[config.mk]
export PLATFORM = sky130hd
export DESIGN_NAME = mem_access_stage_flat
export DESIGN_NICKNAME = d
export VERILOG_FILES = /design/src/rtl/mem_access_stage_if.sv /design/src/rtl/mem_access_stage.sv /design/src/flat_wrapper.sv
export SDC_FILE = /design/constraint.sdc
export NUM_CORES = 1
export LEC_CHECK = 0
export CORE_AREA = 2 2 232 234
export DETAILED_ROUTE_END_ITERATION = 12
export DIE_AREA = 0 0 234 236
export PLACE_DENSITY = 0.59
export SLEW_MARGIN = 25
export SYNTH_ARGS = -nofsm -noshare
export SYNTH_HDL_FRONTEND = slang
export SYNTH_SLANG_ARGS = --single-unit
[constraint.sdc]
create_clock -name clk -period 4.7 [get_ports clk]
set_clock_uncertainty 0.2 [all_clocks]
set_input_delay 0.47 -clock clk [delete_from_list [all_inputs] [get_ports clk]]
set_output_delay 0.47 -clock clk [all_outputs]
set_load 0.01 [all_outputs]
[src/rtl/mem_access_stage_if.sv]
// Data-memory request/response bus between the MEM pipeline stage and the data memory.
// The stage is the master and the memory is the slave.
interface mem_access_stage_if;
  logic        mem_req;
  logic        mem_we;
  logic [63:0] mem_addr;
  logic [63:0] mem_wdata;
  logic [63:0] mem_rdata;
  logic        mem_ack;

  modport master (
    output mem_req,
    output mem_we,
    output mem_addr,
    output mem_wdata,
    input  mem_rdata,
    input  mem_ack
  );

  modport slave (
    input  mem_req,
    input  mem_we,
    input  mem_addr,
    input  mem_wdata,
    output mem_rdata,
    output mem_ack
  );
endinterface

[src/rtl/mem_access_stage.sv]
// MEM pipeline stage: resolves branches, runs a variable-latency data-memory access
// with misalignment and timeout detection, and drives the MEM/WB register.
module mem_access_stage #(
  parameter int unsigned TIMEOUT = 16
) (
  input  logic        clk,
  input  logic        reset_n,
  input  logic        valid_in,
  input  logic [1:0]  WB,
  input  logic        Branch,
  input  logic        MemWrite,
  input  logic        MemRead,
  input  logic [63:0] Adder_Result,
  input  logic        ALU_Zero,
  input  logic [63:0] ALU_Result,
  input  logic [63:0] Forward_B_Mux_Result,
  input  logic [4:0]  rd,
  output logic        PCSrc,
  output logic [63:0] Branch_Target,
  output logic        mem_stall,
  mem_access_stage_if.master mem,
  output logic        mem_err,
  output logic [1:0]  WB_Out,
  output logic [63:0] Read_Data_Out,
  output logic [63:0] ALU_Result_Out,
  output logic [4:0]  rd_out,
  output logic        valid_out
);

  typedef enum logic {IDLE, WAIT} state_t;

  localparam logic [7:0] TIMEOUT_LAST = 8'(TIMEOUT - 1);

  state_t     state;
  logic [7:0] wait_cnt;
  logic [1:0] wb_lat;
  logic [4:0] rd_lat;
  logic       memop;
  logic       aligned;
  logic       timeout_hit;

  assign memop         = valid_in & (MemRead | MemWrite);
  assign aligned       = (ALU_Result[2:0] == 3'b000);
  assign timeout_hit   = (wait_cnt == TIMEOUT_LAST);
  assign PCSrc         = valid_in & Branch & ALU_Zero;
  assign Branch_Target = Adder_Result;

  // The final WAIT cycle (ack or timeout) releases the stall so the pipeline advances with the result.
  always_comb begin
    mem_stall = 1'b0;
    case (state)
      IDLE: mem_stall = memop & aligned;
      WAIT: mem_stall = ~mem.mem_ack & ~timeout_hit;
    endcase
  end

  // A bubble (valid_out=0, WB_Out=0) is the default every edge; only completed instructions override it.
  always_ff @(posedge clk or negedge reset_n) begin
    if (!reset_n) begin
      state          <= IDLE;
      wait_cnt       <= '0;
      wb_lat         <= '0;
      rd_lat         <= '0;
      mem.mem_req    <= 1'b0;
      mem.mem_we     <= 1'b0;
      mem.mem_addr   <= '0;
      mem.mem_wdata  <= '0;
      mem_err        <= 1'b0;
      WB_Out         <= '0;
      Read_Data_Out  <= '0;
      ALU_Result_Out <= '0;
      rd_out         <= '0;
      valid_out      <= 1'b0;
    end else begin
      mem_err   <= 1'b0;
      valid_out <= 1'b0;
      WB_Out    <= '0;
      case (state)
        IDLE: begin
          if (memop && aligned) begin
            state         <= WAIT;
            wait_cnt      <= '0;
            mem.mem_req   <= 1'b1;
            mem.mem_we    <= MemWrite;
            mem.mem_addr  <= ALU_Result;
            mem.mem_wdata <= Forward_B_Mux_Result;
            wb_lat        <= WB;
            rd_lat        <= rd;
          end else if (memop) begin
            mem_err <= 1'b1;
          end else if (valid_in) begin
            valid_out      <= 1'b1;
            WB_Out         <= WB;
            Read_Data_Out  <= '0;
            ALU_Result_Out <= ALU_Result;
            rd_out         <= rd;
          end
        end
        WAIT: begin
          // Ack is tested first so a response on the last allowed cycle still completes.
          if (mem.mem_ack) begin
            state          <= IDLE;
            mem.mem_req    <= 1'b0;
            mem.mem_we     <= 1'b0;
            valid_out      <= 1'b1;
            WB_Out         <= wb_lat;
            Read_Data_Out  <= mem.mem_we ? 64'd0 : mem.mem_rdata;
            ALU_Result_Out <= mem.mem_addr;
            rd_out         <= rd_lat;
          end else if (timeout_hit) begin
            state       <= IDLE;
            mem.mem_req <= 1'b0;
            mem.mem_we  <= 1'b0;
            mem_err     <= 1'b1;
          end else begin
            wait_cnt <= wait_cnt + 8'd1;
          end
        end
      endcase
    end
  end

endmodule

[src/flat_wrapper.sv]
// flat-port wrapper written by rule: the top's interface ports become plain ports
module mem_access_stage_flat 
#(
  parameter int unsigned TIMEOUT = 16
)
  (clk, reset_n, valid_in, WB, Branch, MemWrite, MemRead, Adder_Result, ALU_Zero, ALU_Result, Forward_B_Mux_Result, rd, PCSrc, Branch_Target, mem_stall, mem_err, WB_Out, Read_Data_Out, ALU_Result_Out, rd_out, valid_out, mem_mem_req, mem_mem_we, mem_mem_addr, mem_mem_wdata, mem_mem_rdata, mem_mem_ack);
  mem_access_stage_if mem_i ();
  input  logic clk;
  input  logic reset_n;
  input  logic valid_in;
  input  logic [1:0] WB;
  input  logic Branch;
  input  logic MemWrite;
  input  logic MemRead;
  input  logic [63:0] Adder_Result;
  input  logic ALU_Zero;
  input  logic [63:0] ALU_Result;
  input  logic [63:0] Forward_B_Mux_Result;
  input  logic [4:0] rd;
  output logic PCSrc;
  output logic [63:0] Branch_Target;
  output logic mem_stall;
  output logic mem_err;
  output logic [1:0] WB_Out;
  output logic [63:0] Read_Data_Out;
  output logic [63:0] ALU_Result_Out;
  output logic [4:0] rd_out;
  output logic valid_out;
  output wire logic [$bits(mem_i.mem_req)-1:0] mem_mem_req;
  output wire logic [$bits(mem_i.mem_we)-1:0] mem_mem_we;
  output wire logic [$bits(mem_i.mem_addr)-1:0] mem_mem_addr;
  output wire logic [$bits(mem_i.mem_wdata)-1:0] mem_mem_wdata;
  input wire logic [$bits(mem_i.mem_rdata)-1:0] mem_mem_rdata;
  input wire logic [$bits(mem_i.mem_ack)-1:0] mem_mem_ack;
  assign mem_mem_req = mem_i.mem_req;
  assign mem_mem_we = mem_i.mem_we;
  assign mem_mem_addr = mem_i.mem_addr;
  assign mem_mem_wdata = mem_i.mem_wdata;
  assign mem_i.mem_rdata = mem_mem_rdata;
  assign mem_i.mem_ack = mem_mem_ack;
  mem_access_stage #(.TIMEOUT(TIMEOUT)) u_core (.clk(clk), .reset_n(reset_n), .valid_in(valid_in), .WB(WB), .Branch(Branch), .MemWrite(MemWrite), .MemRead(MemRead), .Adder_Result(Adder_Result), .ALU_Zero(ALU_Zero), .ALU_Result(ALU_Result), .Forward_B_Mux_Result(Forward_B_Mux_Result), .rd(rd), .PCSrc(PCSrc), .Branch_Target(Branch_Target), .mem_stall(mem_stall), .mem(mem_i), .mem_err(mem_err), .WB_Out(WB_Out), .Read_Data_Out(Read_Data_Out), .ALU_Result_Out(ALU_Result_Out), .rd_out(rd_out), .valid_out(valid_out));
endmodule
**Yosys cells after proc, flatten, opt, wreduce, memory -nomap -nowiden**

Index checks and enable logic that the tools add are counted.
W data, S select, Z words.

- Output and inout bits: 333
- Word-level logic and storage cells: 85
- Input bits: 271
- Register bits after elaboration: 283

- Add/sub/neg operators: 1
- Eq/ne operators: 9
- Multiplexer cells: 46
- Reductions and logical operators: 6
- Bitwise operators: 9

Operators by type and width:

| kind | count |
|---|---|
| $mux W64 | 9 |
| $pmux W64 S2 | 2 |
| $mux W8 | 3 |
| $mux W5 | 4 |
| $pmux W8 S2 | 1 |
| $mux W1 | 15 |
| $ne A2 B2 Y1 const B | 6 |
| $pmux W1 S2 | 6 |
| $pmux W5 S2 | 1 |
| $add A8 B1 Y8 const B | 1 |
| $eq A8 B4 Y1 const B | 1 |
| $mux W2 | 4 |
| $and A1 B1 Y1 | 5 |
| $pmux W2 S2 | 1 |
| $reduce_and A2 Y1 | 2 |
| $reduce_and A4 Y1 | 1 |
| $logic_not A3 Y1 | 1 |
| $ne A3 B3 Y1 const B | 1 |
| $not A1 Y1 | 3 |
| $reduce_and A3 Y1 | 1 |
| $ne A2 B1 Y1 const B | 1 |
| $logic_and A1 B1 Y1 | 1 |
| $or A1 B1 Y1 | 1 |

**Logic depth before layout (Yosys ltp)**

- Depth after elaboration: 5
- Gate-level depth with buffers: 9

**Worst setup path before layout**

OpenSTA, ideal clock, no wires.

- Path kind: register to output
- Start point: register u_core.wait_cnt[1]
- End point: output mem_stall
- Cell stages (with the launch flop): 6
- Path slack: 2.577 ns
- Required time: 4.030 ns
- Arrival time: 1.453 ns
- Path buffers: 0
- Cells stage by stage: dfrtp_1 -> ha_1 -> nand4b_1 -> or4_1 -> a21oi_1 -> a21oi_1

- Longest elaborated chain between the ends: 4

RTL lines:

| what | line | source |
|---|---|---|
| start: declaration | mem_access_stage.sv:35 | `logic [7:0] wait_cnt;` |
| start signal: assignment | mem_access_stage.sv:116 | `wait_cnt <= wait_cnt + 8'd1;` |
| $eq A8 B4 Y1 | mem_access_stage.sv:44 | `assign timeout_hit = (wait_cnt == TIMEOUT_LAST);` |
| $not A1 Y1 | mem_access_stage.sv:53 | `WAIT: mem_stall = ~mem.mem_ack & ~timeout_hit;` |
| $and A1 B1 Y1 | mem_access_stage.sv:53 |  |
| $pmux W1 S2 | mem_access_stage.sv:51 | `case (state)` |
| end: declaration | flat_wrapper.sv:22 | `output logic mem_stall;` |

Every way passes these cells.

**Worst setup path after layout**

- Start point: input ALU_Result[2]
- End point: output mem_stall

- Longest elaborated chain between the ends: 3

RTL lines:

| what | line | source |
|---|---|---|
| start: declaration | flat_wrapper.sv:17 | `input logic [63:0] ALU_Result;` |
| $logic_not A3 Y1 | mem_access_stage.sv:43 | `assign aligned = (ALU_Result[2:0] == 3'b000);` |
| $and A1 B1 Y1 | mem_access_stage.sv:52 | `IDLE: mem_stall = memop & aligned;` |
| $pmux W1 S2 | mem_access_stage.sv:51 |  |

Every way passes these cells.

==> results.md <==
- Status: finished, final reports clean
- GRT overflow: 0
- Synthesis-to-layout area growth: 50.7%
- CTS root buf: clkbuf_16
- Largest family of logic cells by synthesized area: simple AND/OR/NAND/NOR gates
- # nets final: 1939
- Via count: 9980
- Total die area: 55200 um^2
- Commonest cells after routing, fill and taps aside: nand2_1 (601), clkdlybuf4s50_1 (474), dfrtp_1 (282)
- Synth Area in Simple Gates: 0.231
- Synth Area in Compound Gates: 0.0422
- WHS Path Cells: 2
- CTS tree: yes
- Ports: 604
- Final WL: 37900 um
- Worst Hold Class: flop to flop
- Yosys cell types: 40
- Clk sinks: 283
- End of the worst register-to-register path: u_core.Read_Data_Out[37]$_DFFE_PN0P_
- Reg2reg start: u_core.state$_DFF_PN0_
- LEAKAGE: 8.33 nW
- Max Clk Rate: 272 MHz
- Post-CTS Repair Setup Buffers: 0
- Post-layout util: 0.339
- Slew HR: 0.381
- CP arrival: 3.01 ns
- Max-slew violations: 0
- RePlAce Congestion: 0.770
- Synth Register Bits: 283
- Vias/cell: 4.18
- DR WL/cell: 15.9 um
- Synth Area in XOR/XNOR: 0.00220
- Number of global-route vias before repair: 10042
- DP Cell Count: 2325
- Std-Cell Core Area: 53100 um^2
- Synth Area in Adders: 0.00105
- Mapped Nets: 1555
- Most common cell after layout, fill and taps aside: nand2_1
- Num CTS Buffers: 35
- Worst VDD drop: 0.000275 V
- Initial drt markers: 451
- WS Path Type: input pin to primary output
- Initial antenna violation count: 2
- Remaining DRCs: 0
- Reg2reg path depth: 6
- Worst EP required: 4.03 ns
- Die width: 234 um
- CTS max path bufs: 3
- Crit path launch type: input pin
- Mapped Cells: 1283
- Post-synthesis mux area share: 0.0578
- Die height: 236 um
- Dpl ws: 0.948 ns
- First-pass GRT wire length: 58300 um
- PnR Total Power: 11.2 mW
- Clock-pin slew on the worst setup and hold paths: 0.06 ns
- Worst-Margin Slew: 0.921 ns
- DP HPWL: 25800 um
- Setup crit end kind: primary output
- RSZ-0062 raised after global routing: false
- Setup TNS: 0 ns
- Register area share after synthesis: 0.593
- Final period util: 0.782
- PortBufs: 475
- Largest net degree at the start of global routing: 203
- Hold endpoint: u_core.Read_Data_Out[52]$_DFFE_PN0P_
- Setup violations, final: 0
- Mapped Area: 11900 um^2
- Crit path max fanout: 4
- Worst-Skew Late Latency: 0.52 ns
- Htree depth: 2
- Syn Area/Cell: 9.31 um^2
- Pwr/cell area: 621 nW/um^2
- Initial Util: 0.225
- Routed Antenna Nets: 0
- DRT Pass-1 Iters: 4
- Non-filler cells, final: 2388
- GR Util All Layers: 0.134
- Hold path start: u_core.Read_Data_Out[52]$_DFFE_PN0P_
- Fin. Hold Viols: 0
- Fin crit period: 3.68 ns
- Fraction of layout cells with a size suffix above 1: 0.0414
- FP Rows: 85
- FF-to-FF setup slack: 1.78 ns
- Max cap viols: 0
- Final worst slack: 1.02 ns
- Synthesis Warnings: 0
## worst max-delay path by stage
stage / startpoint / cells after the start / end
2_1_floorplan: u_core.wait_cnt[1]$_DFFE_PN0P_ / 5 / mem_stall
3_3_place_gp: ALU_Result[2] / 7 / mem_stall
3_5_place_dp: ALU_Result[2] / 7 / mem_stall
4_1_cts: ALU_Result[2] / 7 / mem_stall
5_1_grt: u_core.state$_DFF_PN0_ / 5 / mem_stall
6_report: ALU_Result[2] / 7 / mem_stall
## metal layers
layer	up-vias	global-route usage	part of all wire
li1	4810	-	-
met1	4706	0.163	0.42
met2	394	0.216	0.46
met3	68	0.0515	0.098
met4	2	0.0468	0.031
met5	-	0	0.00024
## worst max-delay path: stages
cell and delay (ns):
clkdlybuf4s50_1 0.42, nor3_1 0.76, buf_4 0.26, o211a_4 0.17, a21oi_1 0.07, a21oi_1 0.23
clkdlybuf4s50_1 0.63
## what timing repair did
action,CTS,global route
hold endpoints to repair,83,0
endpoints found under the setup margin,0,0
hold buffers,1,0
resized for setup,0,0
## cell usage after synthesis, drive strengths merged
cell type,instances,area share
o211a,1,0.00084
nor4b,1,0.0020
a21o,1,0.00063
nor2,3,0.00094
clkbuf,32,0.010
or4,1,0.00063
o31ai,1,0.00063
o32ai,1,0.00073
nand4,2,0.0010
or3,1,0.00052
and2,4,0.0021
xor2,2,0.0015
o21a,1,0.00063
and3,3,0.0016
buf,108,0.062
nor3,2,0.00084
or2,1,0.00052
ha,1,0.0010
nand2,601,0.19
nand3,69,0.029
o22ai,2,0.0010
a21oi,7,0.0032
a32o,2,0.0017
a22o,2,0.0015
xnor2,1,0.00073
inv,2,0.00063
nor4,1,0.00052
mux2i,69,0.058
nand4b,1,0.00073
o211ai,1,0.00063
nor2b,3,0.0016
o21ai,72,0.030
a31oi,1,0.00052
dfrtp,283,0.59
## cell type report
cell class	instances	area [um^2]
Antenna cell	1	2.50
Clock buffer	52	1010
Clock inverter	9	88.8
Fill cell	5353	35100
Inverter	2	7.51
Multi-Input combinational cell	858	4010
Sequential cell	283	7090
Tap cell	696	871
Timing Repair Buffer	487	4910
## state kept, by name, indices dropped and copies added, names as in the netlist, 5 cells and up
| register | flops |
|---|---|
| u_core.rd_lat | 5 |
| u_core.rd_out | 5 |
| u_core.mem.mem_addr | 64 |
| u_core.Read_Data_Out | 64 |
| u_core.mem.mem_wdata | 64 |
| u_core.wait_cnt | 8 |
| u_core.ALU_Result_Out | 64 |
## through the flow
step / hold WS (ns) / cell area, um^2
floorplan: -0.0256 / 11900
global placement: 0.248 / 16900
detailed placement: 0.255 / 16900
CTS: 0.238 / 18000
global route: 0.256 / 18000
finish: 0.263 / 18000
## kinds of logic (layout without fill, tap and decap cells)
family	Yosys count	in the layout
flip-flops	283	283
adder cells (fa/ha/maj)	1	1
AO/OA/AOI/OAI	92	92
XOR/XNOR	3	3
other	0	1
multiplexers	69	69
AND/OR/NAND/NOR	693	693
buffers and inverters	142	550
## power by group
| group | internal (mW) | switching, mW |
|---|---|---|
| sequential | 3.44 | 0.727 |
| combinational | 2.35 | 2.06 |
| clock | 1.54 | 1.05 |
| total | 7.33 | 3.84 |
Power figures use the tool's default switching activity.
